File: src/rtl/tilelink_pkg.sv
// TileLink-UL subset used on the pinwheel core data bus: A-channel request,
// D-channel response and the opcodes the bus peripherals decode.
package tilelink_pkg;

    localparam logic [2:0] TL_PUT_FULL_DATA    = 3'd0;
    localparam logic [2:0] TL_PUT_PARTIAL_DATA = 3'd1;
    localparam logic [2:0] TL_GET              = 3'd4;
    localparam logic [2:0] TL_ACCESS_ACK       = 3'd0;
    localparam logic [2:0] TL_ACCESS_ACK_DATA  = 3'd1;

    typedef struct packed {
        logic        a_valid;
        logic [2:0]  a_opcode;
        logic [31:0] a_address;
        logic [3:0]  a_mask;
        logic [31:0] a_data;
    } tilelink_a;

    typedef struct packed {
        logic        d_valid;
        logic [2:0]  d_opcode;
        logic [31:0] d_data;
    } tilelink_d;

endpackage

File: src/rtl/uart_pkg.sv
// Shared definitions for the memory-mapped UART: register offsets (word index),
// STATUS bit positions and the transmitter state encoding.
package uart_pkg;

    localparam logic [1:0] REG_TXDATA = 2'd0;
    localparam logic [1:0] REG_RXDATA = 2'd1;
    localparam logic [1:0] REG_STATUS = 2'd2;
    localparam logic [1:0] REG_CTRL   = 2'd3;

    localparam int ST_TX_EMPTY  = 0;
    localparam int ST_TX_FULL   = 1;
    localparam int ST_TX_BUSY   = 2;
    localparam int ST_TX_OVF    = 3;
    localparam int ST_OVERRUN   = 4;
    localparam int ST_FRAME_ERR = 5;

    localparam logic [1:0] TX_IDLE  = 2'd0;
    localparam logic [1:0] TX_START = 2'd1;
    localparam logic [1:0] TX_DATA  = 2'd2;
    localparam logic [1:0] TX_STOP  = 2'd3;

endpackage

File: src/rtl/sync_fifo.sv
// Single-clock FIFO for bus peripherals. A push while full is accepted only when
// a pop happens in the same cycle, so occupancy stays unchanged.
module sync_fifo #(
    parameter int WIDTH = 8,
    parameter int DEPTH = 8
) (
    input  logic             clock,
    input  logic             reset_n,
    input  logic             push,
    input  logic [WIDTH-1:0] push_data,
    input  logic             pop,
    output logic [WIDTH-1:0] pop_data,
    output logic             full,
    output logic             empty
);

    localparam int AW = $clog2(DEPTH);

    logic [WIDTH-1:0] mem [DEPTH];
    logic [AW-1:0]    wr_ptr;
    logic [AW-1:0]    rd_ptr;
    logic [AW:0]      count;
    logic             do_push;
    logic             do_pop;

    assign empty    = (count == '0);
    assign full     = (count == (AW+1)'(DEPTH));
    assign do_pop   = pop && !empty;
    assign do_push  = push && (!full || do_pop);
    assign pop_data = mem[rd_ptr];

    always_ff @(posedge clock) begin
        if (do_push) mem[wr_ptr] <= push_data;
    end

    always_ff @(posedge clock or negedge reset_n) begin
        if (!reset_n) begin
            wr_ptr <= '0;
            rd_ptr <= '0;
            count  <= '0;
        end else begin
            if (do_push) wr_ptr <= wr_ptr + 1'b1;
            if (do_pop)  rd_ptr <= rd_ptr + 1'b1;
            case ({do_push, do_pop})
                2'b10:   count <= count + 1'b1;
                2'b01:   count <= count - 1'b1;
                default: count <= count;
            endcase
        end
    end

endmodule

File: src/rtl/tilelink_uart.sv
// Memory-mapped 8N1 serial port on the TileLink-UL data bus with a TX FIFO.
// Define UART_RX_EN to build the receiver and its one-byte holding register.
module tilelink_uart
    import tilelink_pkg::*;
    import uart_pkg::*;
#(
    parameter logic [31:0] addr_mask    = 32'hF0000000,
    parameter logic [31:0] addr_tag     = 32'h40000000,
    parameter int          CLKS_PER_BIT = 16,
    parameter int          TX_DEPTH     = 8
) (
    input  logic      clock,
    input  logic      reset_n,
    input  tilelink_a tick_tla,
    output tilelink_d bus_tld,
    output logic      serial_tx,
    input  logic      serial_rx,
    output logic      irq
);

    localparam int BW = $clog2(CLKS_PER_BIT);

    logic        hit, is_get, wr_en, rd_en;
    logic [1:0]  offset;
    logic [31:0] rd_data;
    logic [5:0]  status;

    logic        tx_push, tx_pop, fifo_full, fifo_empty;
    logic [7:0]  fifo_data;
    logic [1:0]  tx_state;
    logic [BW-1:0] tx_baud;
    logic [2:0]  tx_bit;
    logic [7:0]  tx_shift;
    logic        tx_baud_end, tx_shift_en;
    logic        tx_busy, tx_empty;

    logic        tx_ovf, tx_irq_en;
    logic        clr_ovf, clr_overrun, clr_frame_err, ctrl_wr;
    logic        rx_valid, overrun, frame_err;
    logic [7:0]  rx_byte;
    logic        unused_bus;

    assign hit     = tick_tla.a_valid && ((tick_tla.a_address & addr_mask) == addr_tag);
    assign is_get  = (tick_tla.a_opcode == TL_GET);
    assign offset  = tick_tla.a_address[3:2];
    assign wr_en   = hit && !is_get;
    assign rd_en   = hit && is_get;

    assign tx_push       = wr_en && (offset == REG_TXDATA) && tick_tla.a_mask[0];
    assign ctrl_wr       = wr_en && (offset == REG_CTRL) && tick_tla.a_mask[0];
    assign clr_ovf       = wr_en && (offset == REG_STATUS) && tick_tla.a_mask[0] && tick_tla.a_data[ST_TX_OVF];
    assign clr_overrun   = wr_en && (offset == REG_STATUS) && tick_tla.a_mask[0] && tick_tla.a_data[ST_OVERRUN];
    assign clr_frame_err = wr_en && (offset == REG_STATUS) && tick_tla.a_mask[0] && tick_tla.a_data[ST_FRAME_ERR];
    assign unused_bus    = ^{tick_tla.a_data[31:8], tick_tla.a_mask[3:1]};

    assign tx_busy = (tx_state != TX_IDLE);
    assign tx_empty = fifo_empty && !tx_busy;

    always_comb begin
        status               = '0;
        status[ST_TX_EMPTY]  = tx_empty;
        status[ST_TX_FULL]   = fifo_full;
        status[ST_TX_BUSY]   = tx_busy;
        status[ST_TX_OVF]    = tx_ovf;
        status[ST_OVERRUN]   = overrun;
        status[ST_FRAME_ERR] = frame_err;
    end

    always_comb begin
        rd_data = '0;
        case (offset)
            REG_RXDATA: rd_data = {23'b0, rx_valid, rx_byte};
            REG_STATUS: rd_data = {26'b0, status};
            REG_CTRL:   rd_data = {31'b0, tx_irq_en};
            default:    rd_data = '0;
        endcase
    end

    // Response stage: one-cycle ack for every hit, never stalls the bus
    always_ff @(posedge clock or negedge reset_n) begin
        if (!reset_n) begin
            bus_tld <= '0;
        end else begin
            bus_tld.d_valid  <= hit;
            bus_tld.d_opcode <= rd_en ? TL_ACCESS_ACK_DATA : TL_ACCESS_ACK;
            bus_tld.d_data   <= rd_en ? rd_data : 32'b0;
        end
    end

    always_ff @(posedge clock or negedge reset_n) begin
        if (!reset_n) begin
            tx_ovf    <= 1'b0;
            tx_irq_en <= 1'b0;
            irq       <= 1'b0;
        end else begin
            if (tx_push && fifo_full && !tx_pop) tx_ovf <= 1'b1;
            else if (clr_ovf)                    tx_ovf <= 1'b0;
            if (ctrl_wr) tx_irq_en <= tick_tla.a_data[0];
            irq <= rx_valid || (tx_empty && tx_irq_en);
        end
    end

    sync_fifo #(.WIDTH(8), .DEPTH(TX_DEPTH)) u_tx_fifo (
        .clock     (clock),
        .reset_n   (reset_n),
        .push      (tx_push),
        .push_data (tick_tla.a_data[7:0]),
        .pop       (tx_pop),
        .pop_data  (fifo_data),
        .full      (fifo_full),
        .empty     (fifo_empty)
    );

    // Popping at the end of STOP chains frames with no idle gap
    assign tx_baud_end = (tx_baud == BW'(CLKS_PER_BIT - 1));
    assign tx_pop      = !fifo_empty && ((tx_state == TX_IDLE) || ((tx_state == TX_STOP) && tx_baud_end));
    assign tx_shift_en = tx_baud_end && ((tx_state == TX_START) || (tx_state == TX_DATA));

    always_ff @(posedge clock) begin
        if (tx_pop)           tx_shift <= fifo_data;
        else if (tx_shift_en) tx_shift <= {1'b0, tx_shift[7:1]};
    end

    always_ff @(posedge clock or negedge reset_n) begin
        if (!reset_n) begin
            tx_state  <= TX_IDLE;
            tx_baud   <= '0;
            tx_bit    <= '0;
            serial_tx <= 1'b1;
        end else begin
            case (tx_state)
                TX_IDLE: begin
                    tx_baud <= '0;
                    if (tx_pop) begin
                        tx_state  <= TX_START;
                        serial_tx <= 1'b0;
                    end
                end
                TX_START: begin
                    if (tx_baud_end) begin
                        tx_baud   <= '0;
                        tx_bit    <= '0;
                        tx_state  <= TX_DATA;
                        serial_tx <= tx_shift[0];
                    end else begin
                        tx_baud <= tx_baud + 1'b1;
                    end
                end
                TX_DATA: begin
                    if (tx_baud_end) begin
                        tx_baud <= '0;
                        if (tx_bit == 3'd7) begin
                            tx_state  <= TX_STOP;
                            serial_tx <= 1'b1;
                        end else begin
                            tx_bit    <= tx_bit + 1'b1;
                            serial_tx <= tx_shift[0];
                        end
                    end else begin
                        tx_baud <= tx_baud + 1'b1;
                    end
                end
                default: begin
                    if (tx_baud_end) begin
                        tx_baud <= '0;
                        if (tx_pop) begin
                            tx_state  <= TX_START;
                            serial_tx <= 1'b0;
                        end else begin
                            tx_state <= TX_IDLE;
                        end
                    end else begin
                        tx_baud <= tx_baud + 1'b1;
                    end
                end
            endcase
        end
    end

`ifdef UART_RX_EN
    localparam int HALF = CLKS_PER_BIT / 2;
    localparam logic [1:0] RX_IDLE  = 2'd0;
    localparam logic [1:0] RX_START = 2'd1;
    localparam logic [1:0] RX_DATA  = 2'd2;
    localparam logic [1:0] RX_STOP  = 2'd3;

    logic          rx_s1, rx_s2, rx_s3;
    logic [1:0]    rx_state;
    logic [BW-1:0] rx_baud;
    logic [2:0]    rx_bit;
    logic [7:0]    rx_shift;
    logic          rx_clear, rx_baud_end;

    assign rx_clear    = rd_en && (offset == REG_RXDATA);
    assign rx_baud_end = (rx_baud == BW'(CLKS_PER_BIT - 1));

    // A byte landing in the same cycle as the clearing read wins (later assignment)
    always_ff @(posedge clock or negedge reset_n) begin
        if (!reset_n) begin
            rx_s1     <= 1'b1;
            rx_s2     <= 1'b1;
            rx_s3     <= 1'b1;
            rx_state  <= RX_IDLE;
            rx_baud   <= '0;
            rx_bit    <= '0;
            rx_shift  <= '0;
            rx_byte   <= '0;
            rx_valid  <= 1'b0;
            overrun   <= 1'b0;
            frame_err <= 1'b0;
        end else begin
            rx_s1 <= serial_rx;
            rx_s2 <= rx_s1;
            rx_s3 <= rx_s2;
            if (rx_clear)      rx_valid  <= 1'b0;
            if (clr_overrun)   overrun   <= 1'b0;
            if (clr_frame_err) frame_err <= 1'b0;
            case (rx_state)
                RX_IDLE: begin
                    rx_baud <= '0;
                    if (rx_s3 && !rx_s2) rx_state <= RX_START;
                end
                RX_START: begin
                    if (rx_baud == BW'(HALF - 1)) begin
                        rx_baud  <= '0;
                        rx_bit   <= '0;
                        rx_state <= rx_s2 ? RX_IDLE : RX_DATA;
                    end else begin
                        rx_baud <= rx_baud + 1'b1;
                    end
                end
                RX_DATA: begin
                    if (rx_baud_end) begin
                        rx_baud  <= '0;
                        rx_shift <= {rx_s2, rx_shift[7:1]};
                        if (rx_bit == 3'd7) rx_state <= RX_STOP;
                        else                rx_bit   <= rx_bit + 1'b1;
                    end else begin
                        rx_baud <= rx_baud + 1'b1;
                    end
                end
                default: begin
                    if (rx_baud_end) begin
                        rx_baud  <= '0;
                        rx_state <= RX_IDLE;
                        if (rx_s2) begin
                            rx_byte  <= rx_shift;
                            rx_valid <= 1'b1;
                            if (rx_valid && !rx_clear) overrun <= 1'b1;
                        end else begin
                            frame_err <= 1'b1;
                        end
                    end else begin
                        rx_baud <= rx_baud + 1'b1;
                    end
                end
            endcase
        end
    end
`else
    logic unused_rx;
    assign unused_rx = ^{serial_rx, clr_overrun, clr_frame_err};
    assign rx_valid  = 1'b0;
    assign rx_byte   = 8'h00;
    assign overrun   = 1'b0;
    assign frame_err = 1'b0;
`endif

endmodule

File: config.mk
export PLATFORM = sky130hd
export DESIGN_NAME = tilelink_uart
export DESIGN_NICKNAME = d
export VERILOG_FILES = /design/src/rtl/tilelink_pkg.sv /design/src/rtl/uart_pkg.sv /design/src/rtl/sync_fifo.sv /design/src/rtl/tilelink_uart.sv
export SDC_FILE = /design/constraint.sdc
export NUM_CORES = 1
export LEC_CHECK = 0
export ABC_CLOCK_PERIOD_IN_PS = 3600
export CAP_MARGIN = 10
export CORE_MARGIN = 10
export CORE_UTILIZATION = 51
export CTS_BUF_LIST = sky130_fd_sc_hd__clkbuf_2 sky130_fd_sc_hd__clkbuf_4 sky130_fd_sc_hd__clkbuf_8
export DETAILED_ROUTE_END_ITERATION = 8
export GPL_TIMING_DRIVEN = 0
export HOLD_SLACK_MARGIN = 0.02
export PLACE_DENSITY_LB_ADDON = 0.05
export SETUP_SLACK_MARGIN = 0.05
export SLEW_MARGIN = 20
export SYNTH_ARGS = -nofsm -noshare
export SYNTH_HDL_FRONTEND = slang
export SYNTH_SLANG_ARGS = --single-unit
File: constraint.sdc
create_clock -name clock -period 3.6 [get_ports clock]
set_clock_uncertainty 0.15 [all_clocks]
set_input_delay 0.72 -clock clock [delete_from_list [all_inputs] [get_ports clock]]
set_output_delay 0.72 -clock clock [all_outputs]
set_load 0.005 [all_outputs]
Yosys cells after proc, flatten, opt, wreduce, memory -nomap -nowiden
Memory sizes are Yosys's and may differ from the RTL's. Index checks and enable logic that the tools add are counted.

Shift operators: 0. Divide/modulo/power cells: 0. $mul: 0. Magnitude comparators: 0. Reduce and logical (&&, ||, !) cells: 39. $add $sub $neg: 6. Equality and inequality tests: 17. Bitwise logic cells: 0. Mux-type cells: 29.

Operators with widths (number): $mux W32 (1); $logic_and A1 B1 Y1 (19); $mux W8 (2); $pmux W4 S2 (2); $reduce_bool A2 Y1 (6); $mux W1 (11); $eq A2 B2 Y1 const B (5); $mux W2 (5); $add A3 B1 Y3 const B (3); $mux W3 (3); $add A4 B1 Y4 const B (2); $eq A4 B4 Y1 const B (2); $mux W4 (2); $ne A2 B2 Y1 const B (4); $eq A3 B3 Y1 const B (2); $pmux W2 S3 (1); $pmux W3 S2 (1); $logic_not A1 Y1 (5); $reduce_and A5 Y1 (1); $eq A2 B1 Y1 const B (2); $eq A4 B3 Y1 const B (1); $logic_not A2 Y1 (2); $logic_not A4 Y1 (1); $reduce_and A4 Y1 (1); other kinds (5) (7).

Latch bits: 0. Memories: 1. Logic and storage cells: 106. Register bits after elaboration: 65. Input port bits: 75. Bits in writable memories: 64. Memory bits (read-only): 0.

Memories: u_tx_fifo.mem (depth 8, width 8, rd ports 1, clocked after Yosys merged registers in 0, write ports 1, line sync_fifo.sv:19) `logic [WIDTH-1:0] mem [DEPTH];`.

Depth between registers and ports, before layout
Gate-level depths: netlist (run 1).

Word-level depth: 9. Depth in mapped cells: 12. Depth with buffers taken out: 11.

Modules after synthesis
From an unflattened synthesis (run 1), not the netlist that was laid out.

Cell total of the unflattened synthesis: 306. Area total of the unflattened synthesis: 4754.6 um^2.

Modules (own cells, without submodules): sync_fifo (area an instance 3150.5 um^2, cells each 162, times used 1); tilelink_uart (area an instance 1604.0 um^2, cells each 144, times used 1).

Worst setup path before layout (run 1)
OpenSTA, ideal clock, no wires.

Path kind: input-to-reg. From: input tick_tla[65] in the netlist's numbering. To: register u_tx_fifo.count[3]. Library setup time: 0.116 ns. Setup slack: 0.537 ns. Arrival time: 2.797 ns. Buffers on the path: 1. Cell stages on the path: 9. Path through: nor4b_4 nand4_2 or3_4 buf_6 ha_1 ha_1 a21oi_1 o21ai_0 o311ai_0.

Word-level cells in the longest chain between the ends: 8.

RTL lines: start: declaration (line tilelink_uart.sv:14) `input tilelink_a tick_tla,`; $eq A4 B3 Y1 (*) (line tilelink_uart.sv:43) `assign hit = tick_tla.a_valid && ((tick_tla.a_address & addr_mask) == addr_tag);`; $logic_and A1 B1 Y1 (*) (line tilelink_uart.sv:43); $logic_and A1 B1 Y1 (*) (line tilelink_uart.sv:46) `assign wr_en = hit && !is_get;`; $logic_and A1 B1 Y1 (*) (2 in series) (line tilelink_uart.sv:49) `assign tx_push = wr_en && (offset == REG_TXDATA) && tick_tla.a_mask[0];`; $logic_and A1 B1 Y1 (*) (line sync_fifo.sv:29) `assign do_push = push && (!full || do_pop);`; $eq A2 B1 Y1 / $eq A2 B2 Y1 (equally long branches) (line sync_fifo.sv:44) `case ({do_push, do_pop})`; $pmux W4 S2 / $reduce_bool A2 Y1 (equally long branches); end signal: assignment (line sync_fifo.sv:45) `2'b10: count <= count + 1'b1;`; end signal: assignment (line sync_fifo.sv:46) `2'b01: count <= count - 1'b1;`; end signal: assignment (line sync_fifo.sv:47) `default: count <= count;`; end: declaration (line sync_fifo.sv:22) `logic [AW:0] count;`.

Mark *: on every way between the ends. The rest lies on a longest branch, timed or not. A chain may end at the register's enable or synchronous reset.

Worst setup path in the final report (run 1)
From: register tx_baud[0]. To: register u_tx_fifo.count[3].

Word-level cells in the longest chain between the ends: 9.

RTL lines: start: declaration (line tilelink_uart.sv:31) `logic [BW-1:0] tx_baud;`; start signal: assignment (line tilelink_uart.sv:146) `tx_baud <= tx_baud + 1'b1;`; start signal: assignment (line tilelink_uart.sv:160) `tx_baud <= tx_baud + 1'b1;`; start signal: assignment (line tilelink_uart.sv:173) `tx_baud <= tx_baud + 1'b1;`; $eq A4 B4 Y1 (*) (line tilelink_uart.sv:115) `assign tx_baud_end = (tx_baud == BW'(CLKS_PER_BIT - 1));`; $logic_and A1 B1 Y1 (*) (line tilelink_uart.sv:116) `assign tx_pop = !fifo_empty && ((tx_state == TX_IDLE) || ((tx_state == TX_STOP) && tx_baud_end));`; $logic_or A1 B1 Y1 (*) (line tilelink_uart.sv:116); $logic_and A1 B1 Y1 (*) (line tilelink_uart.sv:116); $logic_and A1 B1 Y1 (*) (line sync_fifo.sv:28) `assign do_pop = pop && !empty;`; $logic_or A1 B1 Y1 (line sync_fifo.sv:29); $logic_and A1 B1 Y1 (line sync_fifo.sv:29); $eq A2 B1 Y1 / $eq A2 B2 Y1 (equally long branches) (line sync_fifo.sv:44); $pmux W4 S2 / $reduce_bool A2 Y1 (equally long branches).

Marked as above.

==> results of run 1 <==
layer usage:
| metal | up-vias | global-route usage, % | part of all wire [%] |
|---|---|---|---|
| met5 | - | 0 | 0 |
| met4 | 0 | 5.347 | 1.6 |
| met3 | 12 | 4.193 | 7.1 |
| met2 | 75 | 22.08 | 49 |
| met1 | 1268 | 17.59 | 43 |
| li1 | 1253 | - | - |
path summary, 6_finish.rpt:
check | from | end | slack, ns
setup / recovery | tx_baud[0] | u_tx_fifo.count[3] | 0.27
hold / removal | reset_n | tx_baud[2] | 0.23
setup reg to reg | tx_baud[0] | u_tx_fifo.count[3] | 0.27
hold reg to reg | tx_ovf | tx_ovf | 0.35
max in group asynchronous | reset_n | tx_state[1] | 2.63
min in group clock | tx_ovf | tx_ovf | 0.35
power groups by stage:
| stage | logic, mW | registers (mW) | clock network (mW) |
|---|---|---|---|
| finish | 1.12 | 1.52 | 0.734 |
| global route | 1.27 | 1.54 | 0.801 |
| CTS | 1.12 | 1.52 | 0.753 |
| detailed placement | 1.11 | 1.54 | 0 |
| global placement | 1.09 | 1.54 | 0 |
| floorplan | 0.857 | 1.52 | 0 |
area by class of cell:
cell class	instances	area, sq um
multi-input combinational	184	1504
clock buffer	9	123.9
buffer	42	287.8
tap	108	135.1
fill	706	3316
timing repair buffer	37	340.3
inverter	12	45.04
clock inverter	7	80.08
sequential	101	2889
per-stage QoR:
step           cells  hold WS [ns]  total power [mW]  util [%]
6_report         500        0.2268             3.370     61.98
5_1_grt          500        0.2612             3.611     61.98
4_1_cts          500        0.2290             3.392     61.92
3_5_place_dp     484        0.3324             2.657     59.58
3_3_place_gp     475        0.3254             2.624     58.38
2_1_floorplan    339        0.2744             2.373         -
sequential cells by signal, summed over array words and instances (netlist names):
register          count
u_tx_fifo.wr_ptr      3
u_tx_fifo.mem        64
tx_state              2
tx_irq_en             1
serial_tx             1
u_tx_fifo.count       4
tx_ovf                1
tx_shift              8
tx_baud               4
tx_bit                3
irq                   1
u_tx_fifo.rd_ptr      3
bus_tld               6
cell usage in the layout, fill, tap and decap left out, drive strengths merged, types with 9 or more instances in the layout:
| cell type | count |
|---|---|
| clkdlybuf4s50 | 27 |
| buf | 47 |
| a21oi | 12 |
| nor3 | 10 |
| ha | 12 |
| nand2 | 19 |
| clkbuf | 14 |
| dfrtp | 28 |
| conb | 30 |
| mux4 | 16 |
| nor2 | 15 |
| o21ai | 9 |
| inv | 16 |
| edfxtp | 72 |
| mux2i | 10 |
kinds of logic (layout without fill, tap and decap cells):
kind of cell | count (synthesis) | count (layout) | share of synthesized area [%]
muxes | 31 | 31 | 11.32
AOI/OAI and AO/OA | 34 | 34 | 4.603
xor gates and xnor gates | 7 | 7 | 1.342
buffers and inverters | 54 | 107 | 7.260
adders and majority gates | 13 | 13 | 3.726
and+or+nand+nor | 69 | 69 | 8.411
other | 1 | 30 | 0.08211
DFF | 101 | 101 | 63.26
worst max-delay path, cell delays in order, from the launching register on:
cell      delay (ns)
dfrtp_1         0.42
ha_1            0.26
a41oi_1         0.63
and2_1          0.24
or3_4           0.13
buf_6           0.15
ha_1            0.31
ha_1            0.30
a21oi_2         0.19
o21ai_0         0.11
o311ai_0        0.32
==> run_results.csv, run 1 <==
group,metric,value,unit
placement,gp_congestion,0.7261,
die,die_y,114.6,um
clock_network,post_cts_buffers,0,
status,outcome,"finished, final reports clean",
sta,max_freq,299.9,MHz
placement,preCtsSetupSlack,-0.1720,ns
sta,hold_viol_final,0,
routing,drt_iter0_markers,156,
power_and_ir_drop,power.density,623.4,nW/um^2
sta,drv_slew,0,
clock_network,clock_path_buffers,2,
setup_path,crit_arrival,3.44,ns
yosys,synth.most_common_cell,"edfxtp_1",
clock_network,ctsHoldBuffers,0,
global_routing,antenna_found_initial,0,
global_routing,grt_max_degree,30,
clock_network,numCtsBuffers,9,
routing,ant_nets,0,
die,fp.dieW,114.6,um
die,core-area,8721,sq um
global_routing,gr-total-overflow,0,
sta,period_share,92.61,%
routing,dr_total_vias,2608,
clock_network,cts_root_buf,"clkbuf_8",
power_and_ir_drop,swShare,32.54,%
placement,dpl-instance-area,5196,sq um
power_and_ir_drop,p_sw,1.096,mW
setup_path,start_kind,"flip-flop",
sta,fin_crit,3.334,ns
yosys,synth_area,4567,sq um
yosys,yosysWarnings,0,
setup_path,critPathRequiredTime,3.70,ns
routing,post-route-drc-count,0,
sta,max_slew_margin,47.15,%
clock_network,cts_tree,"built",
sta,setup_tns,0,ns
global_routing,grt_pass1_vias,2648,
yosys,synth-edff-count,72,
layout,layout.nets,475,
yosys,synth_common_cells,"edfxtp_1, buf_4, dfrtp_1",
yosys,synth_seq_cells,101,
run,drv_cap,0,
yosys,yosysSeqAreaShare,63.26,%
yosys,ys_types,51,
yosys,ys_top_cells_by_area,"edfxtp_1, dfrtp_1, mux4_2",
sta,rsz0062_at_grt,"no",
clock_network,cts.sinks,101,
die,row_count,34,
routing,drt-wirelength-per-cell,17.37,um
clock_network,cts_resized,0,
placement,place_hpwl,6211,um
setup_path,rr_worst_depth,10,
clock_network,clkLatencyLatePin,0.37,ns
min_path,min_path_type,"input port to asynchronous set/reset pin",
routing,drt_first_pass_iters,4,
layout,diodes,0,
global_routing,grt_pass1_wl,14190,um
routing,totalWireLength,8686,um
layout,design_area,5405,sq um
yosys,synth_top_area_cell,"edfxtp_1",
power_and_ir_drop,pwr-share-clk,21.8,%
global_routing,grt_usage,13.95,%
routing,vias_per_cell,5.216,
clock_network,h-tree-depth,3,
sta,tightest_slew,0.7862,ns
sta,finalSetupViolCount,0,
setup_path,end_kind,"flip-flop",
power_and_ir_drop,p_int,2.273,mW
yosys,synth.top_cell.area_share,47.34,%
yosys,avgSynthCellArea,14.73,sq um
die,io_pins,113,
die,dieArea,13140,sq um
yosys,async_flop_share,28.71,%
die,start_util,52.37,%
yosys,synthCells,310,
setup_path,crit_path_max_fanout,10,
placement,portBuffers,28,
power_and_ir_drop,leakagePower,2.125,nW
power_and_ir_drop,seq_power_share,45.1,%
power_and_ir_drop,peakVddDrop,328.4,uV
setup_path,setup.worst_path.class,"flip-flop to flip-flop",
sta,worst_slack,0.2660,ns
layout,area_growth,18.36,%
layout,drive_above_1_share,25.00,%
clock_network,clk_pin_slew_worst_paths,0.10,ns
power_and_ir_drop,combPwrFrac,33.1,%
yosys,synth_ff_type,"edfxtp_1",
Note: power is estimated with default switching activity, not from simulation.
==> run 2: changes to the inputs <==
--- a/config.mk
+++ b/config.mk
@@ -6,9 +6,8 @@
 export NUM_CORES = 1
 export LEC_CHECK = 0
 export ABC_CLOCK_PERIOD_IN_PS = 3600
-export CAP_MARGIN = 10
 export CORE_MARGIN = 10
-export CORE_UTILIZATION = 51
+export CORE_UTILIZATION = 52
 export CTS_BUF_LIST = sky130_fd_sc_hd__clkbuf_2 sky130_fd_sc_hd__clkbuf_4 sky130_fd_sc_hd__clkbuf_8
 export DETAILED_ROUTE_END_ITERATION = 8
 export GPL_TIMING_DRIVEN = 0
@@ -18,4 +17,5 @@
 export SLEW_MARGIN = 20
 export SYNTH_ARGS = -nofsm -noshare
 export SYNTH_HDL_FRONTEND = slang
+export SYNTH_HIERARCHICAL = 1
 export SYNTH_SLANG_ARGS = --single-unit
==> constraint.sdc (replaced) <==
create_clock -name clock -period 3.6 [get_ports clock]
set_clock_uncertainty 0.15 [all_clocks]
set_input_delay 0.9 -clock clock [delete_from_list [all_inputs] [get_ports clock]]
set_output_delay 0.9 -clock clock [all_outputs]
set_load 0.005 [all_outputs]
==> run 2 against run 1 <==
Compared with the run above: synthesized cell count down 1.3%; largest power group unchanged; via count decreased by 2.6%; maximum frequency decreased by 5.5%; highest routed layer unchanged; cell count down 0.80%.
==> run_results.csv, run 2 <==
group,metric,value,unit
status,outcome,"finished, final reports clean",
setup_path,regToRegSetupSlack,0.32,ns
routing,dr_total_vias,2539,
setup_path,r2r-end,"u_tx_fifo/count[3]",
sta,max_freq,283.5,MHz
sta,whs,0.3547,ns
global_routing,grt_pass1_vias,2657,
yosys,synth.top_cell.area_share,45.47,%
yosys,async_flop_share,28.71,%
routing,ant_nets,0,
yosys,synth_top_area_cell,"edfxtp_1",
routing,totalWireLength,8555,um
clock_network,cts_tree,"built",
clock_network,cts.sinks,101,
placement,portBuffers,28,
placement,place_hpwl,6107,um
power_and_ir_drop,leakagePower,2.267,nW
yosys,synth_ff_type,"edfxtp_1",
layout,top_register,"u_tx_fifo/mem",
sta,worst_slack,0.07253,ns
yosys,synth_common_cells,"edfxtp_1, buf_4, dfrtp_1",
sta,drv_slew,0,
layout,stdcell_count,496,
run,drv_cap,0,
yosys,avgSynthCellArea,15.54,sq um
power_and_ir_drop,power.density,368.0,nW/um^2
sta,period_share,97.99,%
setup_path,setup.worst_path.end,"u_tx_fifo/mem[6][0]",
global_routing,gr-total-overflow,0,
layout,drive_above_1_share,27.32,%
sta,max_slew_margin,37.71,%
setup_path,crit_start,"tick_tla[65]",
setup_path,rr_worst_depth,13,
layout,largest_register_ffs,64,
clock_network,clk_pin_slew_worst_paths,0.11,ns
die,core-area,8806,sq um
routing,post-route-drc-count,0,
global_routing,grt_pass1_wl,14070,um
clock_network,clock_path_buffers,2,
min_path,min_path_type,"flip-flop to flip-flop",
layout,diodes,0,
setup_path,crit_path_max_fanout,8,
clock_network,clkLatencyLatePin,0.37,ns
yosys,yosysSeqAreaShare,60.76,%
die,dieArea,13370,sq um
global_routing,grt_max_degree,30,
setup_path,crit_chain,"clkdlybuf4s50_1, nor4b_2, nand2_2, or2_1, nor2_1, buf_4, o21a_1, nand2_1, nor2_1",
setup_path,crit_arrival,3.36,ns
clock_network,h-tree-depth,3,
global_routing,grt_usage,13.69,%
yosys,synth_xor_area_share,1.474,%
yosys,synth_seq_cells,101,
sta,tightest_slew,0.9309,ns
routing,drt_iter0_markers,113,
setup_path,end_kind,"flip-flop",
setup_path,crit_path_max_incr_delay,0.75,ns
die,start_util,53.99,%
layout,reg.largest.list,"u_tx_fifo/mem x64, tx_shift x8, bus_tld x6",
yosys,synth_adder_area_share,3.579,%
layout,layout.nets,471,
routing,vias_per_cell,5.119,
yosys,synth_top_family_by_area,"multiplexers",
clock_network,ctsHoldBuffers,0,
die,row_count,34,
clock_network,cts_root_buf,"clkbuf_8",
yosys,synth.most_common_cell,"edfxtp_1",
setup_path,critPathRequiredTime,3.43,ns
setup_path,r2r-start,"u_tx_fifo/count[1]",
sta,rsz0062_at_grt,"yes",
setup_path,crit_buf_inv,2,
sta,fin_crit,3.527,ns
yosys,synthCells,306,
yosys,synth_mux_area_share,14.79,%
clock_network,numCtsBuffers,9,
layout,area_growth,17.74,%
sta,hold_viol_final,0,
setup_path,path_common_cell,"nor2_1",
yosys,yosys.area_share.simple,6.737,%
placement,preCtsSetupSlack,-0.4583,ns
placement,dp.cells,475,
yosys,synth-edff-count,72,
die,io_pins,113,
setup_path,cp_num_cells,9,
die,fp.dieW,115.6,um
routing,drt_first_pass_iters,4,
setup_path,path_delay_family,"simple AND/OR/NAND/NOR gates",
layout,layout_common_cells,"edfxtp_1, buf_4, conb_1",
setup_path,setup.worst_path.class,"input port to flip-flop",
yosys,ys_top_cells_by_area,"edfxtp_1, dfrtp_1, mux4_1",
setup_path,slowest_stage,"nor2_1",
power_and_ir_drop,peakVddDrop,254.1,uV
sta,finalSetupViolCount,0,
yosys,yosysWarnings,6,
routing,drt-wirelength-per-cell,17.25,um
layout,mostFrequentLayoutCell,"edfxtp_1",
placement,gp_congestion,0.7254,
yosys,ys_types,52,
yosys,synth_area,4755,sq um
setup_path,start_kind,"input port",
die,die_y,115.6,um
yosys,synth_compound_area_share,5.184,%
global_routing,antenna_found_initial,0,
## run 2: cell types whose count changed in the layout (fill, tap and decap cells not counted), sizes merged, moves of 4 or more
| cell | before | now |
|---|---|---|
| mux2 | 5 | 21 |
| mux2i | 10 | 2 |
| a21oi | 12 | 6 |
| nand2 | 19 | 14 |
| nor3 | 10 | 5 |
| nor4 | 6 | 2 |
## run 2: cell type report
class                           count  area (sq um)
Buffer                             40         305.3
Clock buffer                        9         123.9
Clock inverter                      7         85.08
Fill cell                         666          3208
Inverter                           13         48.80
Multi-Input combinational cell    181          1668
Sequential cell                   101          2889
Tap cell                          108         135.1
Timing Repair Buffer               37         342.8
## run 2: worst min-delay path by stage
stage	slack (ns)	to	cells past startpoint	start
after floorplan	0.30	bus_tld[3]	1	tx_ovf
after global placement	0.31	bus_tld[3]	1	tx_ovf
after detailed placement	0.33	bus_tld[3]	1	tx_ovf
after CTS	0.36	tx_baud[0]	1	tx_baud[0]
after global routing	0.37	tx_baud[0]	1	tx_baud[0]
final	0.35	tx_baud[0]	1	tx_baud[0]
## run 2: where the power goes
group | internal, mW | leakage (nW) | switching, mW
clock | 0.277 | 0.100 | 0.427
sequential | 1.25 | 1.03 | 0.00688
combinational | 0.0529 | 1.14 | 0.0459
## run 2: worst reg2reg max path, stage by stage, from the launching register on
cell	delay (ns)
dfrtp_1	0.41
or3_1	0.39
buf_6	0.16
nor2_1	0.38
nor2_2	0.11
buf_6	0.19
o21ai_2	0.13
or2_2	0.19
inv_2	0.04
ha_1	0.27
a211o_1	0.30
nand3_2	0.09
mux2_2	0.33
nand3b_1	0.08
## run 2: timing repair
item                       in CTS  in global routing
pin swaps                       2                  2
setup buffers                   1                  4
resized for setup               2                  6
setup endpoints to repair      25                 25
## run 2: layer usage
metal / up-vias / routed length [um] / global-route usage [%]
met1: 1249 / 3589 / 15.78
met2: 38 / 4558 / 24.49
met5: - / 0 / 0
met3: 5 / 337 / 3.721
met4: 0 / 70 / 3.920
li1: 1247 / - / -
## run 2: kinds of logic (layout without fill, tap and decap cells)
kind of cell	Yosys count	after routing
flops	101	101
mux	39	39
fa+ha+maj	13	13
xor+xnor	8	8
other cells	1	30
compound gates	31	31
buf+inv	53	106
simple gates	60	60
## run 2: metrics by stage
stage	power (mW)	area [sq um]	util [%]	TNS, ns
6_report	2.060	5598	63.57	0
5_1_grt	2.144	5598	63.57	-1.025
4_1_cts	2.083	5552	63.04	0
3_5_place_dp	1.377	5330	60.53	-15.99
3_3_place_gp	1.374	5279	59.95	-40.31
2_1_floorplan	1.333	4863	-	0
==> run 3: changes to the inputs <==
--- a/config.mk
+++ b/config.mk
@@ -6,8 +6,10 @@
 export NUM_CORES = 1
 export LEC_CHECK = 0
 export ABC_CLOCK_PERIOD_IN_PS = 3600
+export CELL_PAD_IN_SITES_DETAIL_PLACEMENT = 0
+export CELL_PAD_IN_SITES_GLOBAL_PLACEMENT = 2
 export CORE_MARGIN = 10
-export CORE_UTILIZATION = 52
+export CORE_UTILIZATION = 36
 export CTS_BUF_LIST = sky130_fd_sc_hd__clkbuf_2 sky130_fd_sc_hd__clkbuf_4 sky130_fd_sc_hd__clkbuf_8
 export DETAILED_ROUTE_END_ITERATION = 8
 export GPL_TIMING_DRIVEN = 0
==> run 3 against run 2 <==
Compared with the run above: worst hold slack lost 0.043 ns; critical path depth up 4; maximum frequency up 2.1%; die area increased by 36%; critical endpoint is now u_tx_fifo/count[3]; design area increased by 1.4%; register-to-register slack got worse by 0.03 ns; global-route usage decreased by 3.2 points; power down 0.98%; sequential power is essentially flat; critical path type unchanged; combinational power is 4% higher; utilization fell by 19 points; sequential share of layout area fell by 0.73 points.
==> run_results.csv, run 3 (synthesis gave the netlist of run 2 again) <==
group,metric,value,unit
layout,regArea,2889,sq um
setup_path,crit_path_max_incr_delay,0.45,ns
layout,layout_common_cells,"edfxtp_1, buf_4, conb_1",
clock_network,cts_tree,"built",
power_and_ir_drop,combPwrFrac,5.1,%
sta,period_share,95.93,%
global_routing,grt_max_degree,30,
die,row_count,41,
routing,drt-wirelength-per-cell,16.55,um
die,io_pins,113,
setup_path,path_delay_family,"simple AND/OR/NAND/NOR gates",
clock_network,h-tree-depth,3,
setup_path,crit_buf_inv,3,
die,core-area,12770,sq um
routing,drt_iter0_markers,121,
die,die_y,134.9,um
setup_path,critPathRequiredTime,3.76,ns
min_path,min_path_type,"input port to asynchronous set/reset pin",
power_and_ir_drop,leakagePower,2.268,nW
placement,portBuffers,28,
setup_path,setup.worst_path.class,"input port to flip-flop",
power_and_ir_drop,total_power,2.040,mW
setup_path,path_common_cell,"nand3b_1",
setup_path,regToRegSetupSlack,0.29,ns
global_routing,gr-total-overflow,0,
global_routing,grt_usage,10.53,%
setup_path,crit_arrival,3.61,ns
die,start_util,37.22,%
sta,worst_slack,0.1465,ns
sta,finalSetupViolCount,0,
power_and_ir_drop,swShare,23.11,%
setup_path,crit_path_max_fanout,8,
power_and_ir_drop,pwr-share-clk,33.3,%
placement,gp_congestion,0.6920,
power_and_ir_drop,peakVddDrop,269.1,uV
placement,dp.cells,541,
sta,max_freq,289.6,MHz
setup_path,rr_worst_depth,13,
layout,layout.nets,472,
setup_path,crit_chain,"clkdlybuf4s50_1, or3b_4, nand3b_1, or2_1, nor2_1, buf_6, or2_4, inv_1, ha_1, or2_2, nand3_1, mux2_2, nand3b_1",
placement,place_hpwl,6540,um
die,fp.dieW,134.9,um
power_and_ir_drop,p_int,1.569,mW
layout,fill_cells,1156,
placement,preCtsSetupSlack,-0.4649,ns
sta,hold_viol_final,0,
sta,fin_crit,3.454,ns
setup_path,r2r-end,"u_tx_fifo/count[3]",
sta,tightest_slew,0.6844,ns
layout,diodes,0,
global_routing,grt_pass1_vias,2546,
power_and_ir_drop,p_sw,0.4713,mW
status,outcome,"finished, final reports clean",
setup_path,slowest_stage,"clkdlybuf4s50_1",
routing,ant_nets,0,
sta,max_slew_margin,54.38,%
setup_path,start_kind,"input port",
clock_network,clk_pin_slew_worst_paths,0.10,ns
power_and_ir_drop,power.density,359.3,nW/um^2
layout,multiInputGateArea,1674,sq um
layout,top_register,"u_tx_fifo/mem",
clock_network,clock_path_buffers,2,
layout,area_growth,19.42,%
layout,reg.largest.list,"u_tx_fifo/mem x64, tx_shift x8, bus_tld x6",
routing,dr_total_vias,2562,
routing,drt_first_pass_iters,4,
setup_path,end_kind,"flip-flop",
clock_network,numCtsBuffers,9,
sta,rsz0062_at_grt,"no",
layout,largest_register_ffs,64,
routing,post-route-drc-count,0,
routing,totalWireLength,9286,um
sta,drv_slew,0,
global_routing,antenna_found_initial,0,
clock_network,clkLatencyLatePin,0.38,ns
setup_path,r2r-start,"u_tx_fifo/count[1]",
global_routing,grt_pass1_wl,14520,um
die,dieArea,18200,sq um
routing,vias_per_cell,4.567,
setup_path,crit_start,"tick_tla[70]",
layout,stdcell_count,561,
power_and_ir_drop,seq_power_share,61.7,%
clock_network,cts_root_buf,"clkbuf_8",
layout,mostFrequentLayoutCell,"edfxtp_1",
layout,drive_above_1_share,27.51,%
run,drv_cap,0,
clock_network,cts.sinks,101,
==> run 3: changes by cell type in the layout (fill, tap and decap cells not counted), sizes merged <==
cell and change:
clkinv -1, inv +1, buf +1
==> run 3: routing by layer <==
metal | vias to the layer above | GRT usage, % | share of wire (%)
li1 | 1253 | - | -
met1 | 1251 | 12.57 | 45
met2 | 51 | 17.15 | 49
met3 | 7 | 4.006 | 5.4
met4 | 0 | 3.265 | 1.0
met5 | - | 0 | 0
==> run 3: worst max path at each step <==
stage / end / slack, ns / cells after the start
after floorplan: u_tx_fifo/count[3] / 0.16 / 12
after global placement: u_tx_fifo/mem[0][1] / -1.32 / 8
after detailed placement: u_tx_fifo/count[3] / -0.46 / 13
after CTS: u_tx_fifo/mem[7][7] / 0.01 / 9
after global routing: u_tx_fifo/count[3] / 0.06 / 13
final: u_tx_fifo/count[3] / 0.15 / 13
==> run 3: timing repair <==
action                                  CTS  global route
pin swaps                                 0             3
endpoints found under the hold margin     0             0
buffers inserted                          0             4
endpoints found under the setup margin   25            34
hold buffers                              0             0
resized for setup                         3             7
==> run 3: final cells by class <==
type                    count  area share (%)
flip-flops and latches    101           50.88
multi-input cells         181           29.48
repair buffers             38           6.346
plain buffers              40           5.443
well taps                 172           3.790
clock buffers               9           2.182
clock inverters             7           1.014
inverters                  13          0.8594
==> run 3: power groups by stage <==
stage | Clock (mW) | Sequential (mW) | Combinational (mW)
final | 0.679 | 1.26 | 0.103
after global routing | 0.758 | 1.26 | 0.114
after CTS | 0.715 | 1.26 | 0.0997
after detailed placement | 0 | 1.28 | 0.0980
after global placement | 0 | 1.28 | 0.0944
after floorplan | 0 | 1.28 | 0.0521
==> run 3: per-stage QoR <==
step / util [%] / cell area (sq um) / TNS (ns) / hold slack (ns)
2_1_floorplan: - / 4863 / 0 / 0.3032
5_1_grt: 44.45 / 5678 / 0 / 0.2933
3_3_place_gp: 41.95 / 5359 / -50.44 / 0.3335
3_5_place_dp: 42.55 / 5435 / -14.63 / 0.3291
6_report: 44.45 / 5678 / 0 / 0.3113
4_1_cts: 44.04 / 5625 / 0 / 0.2936
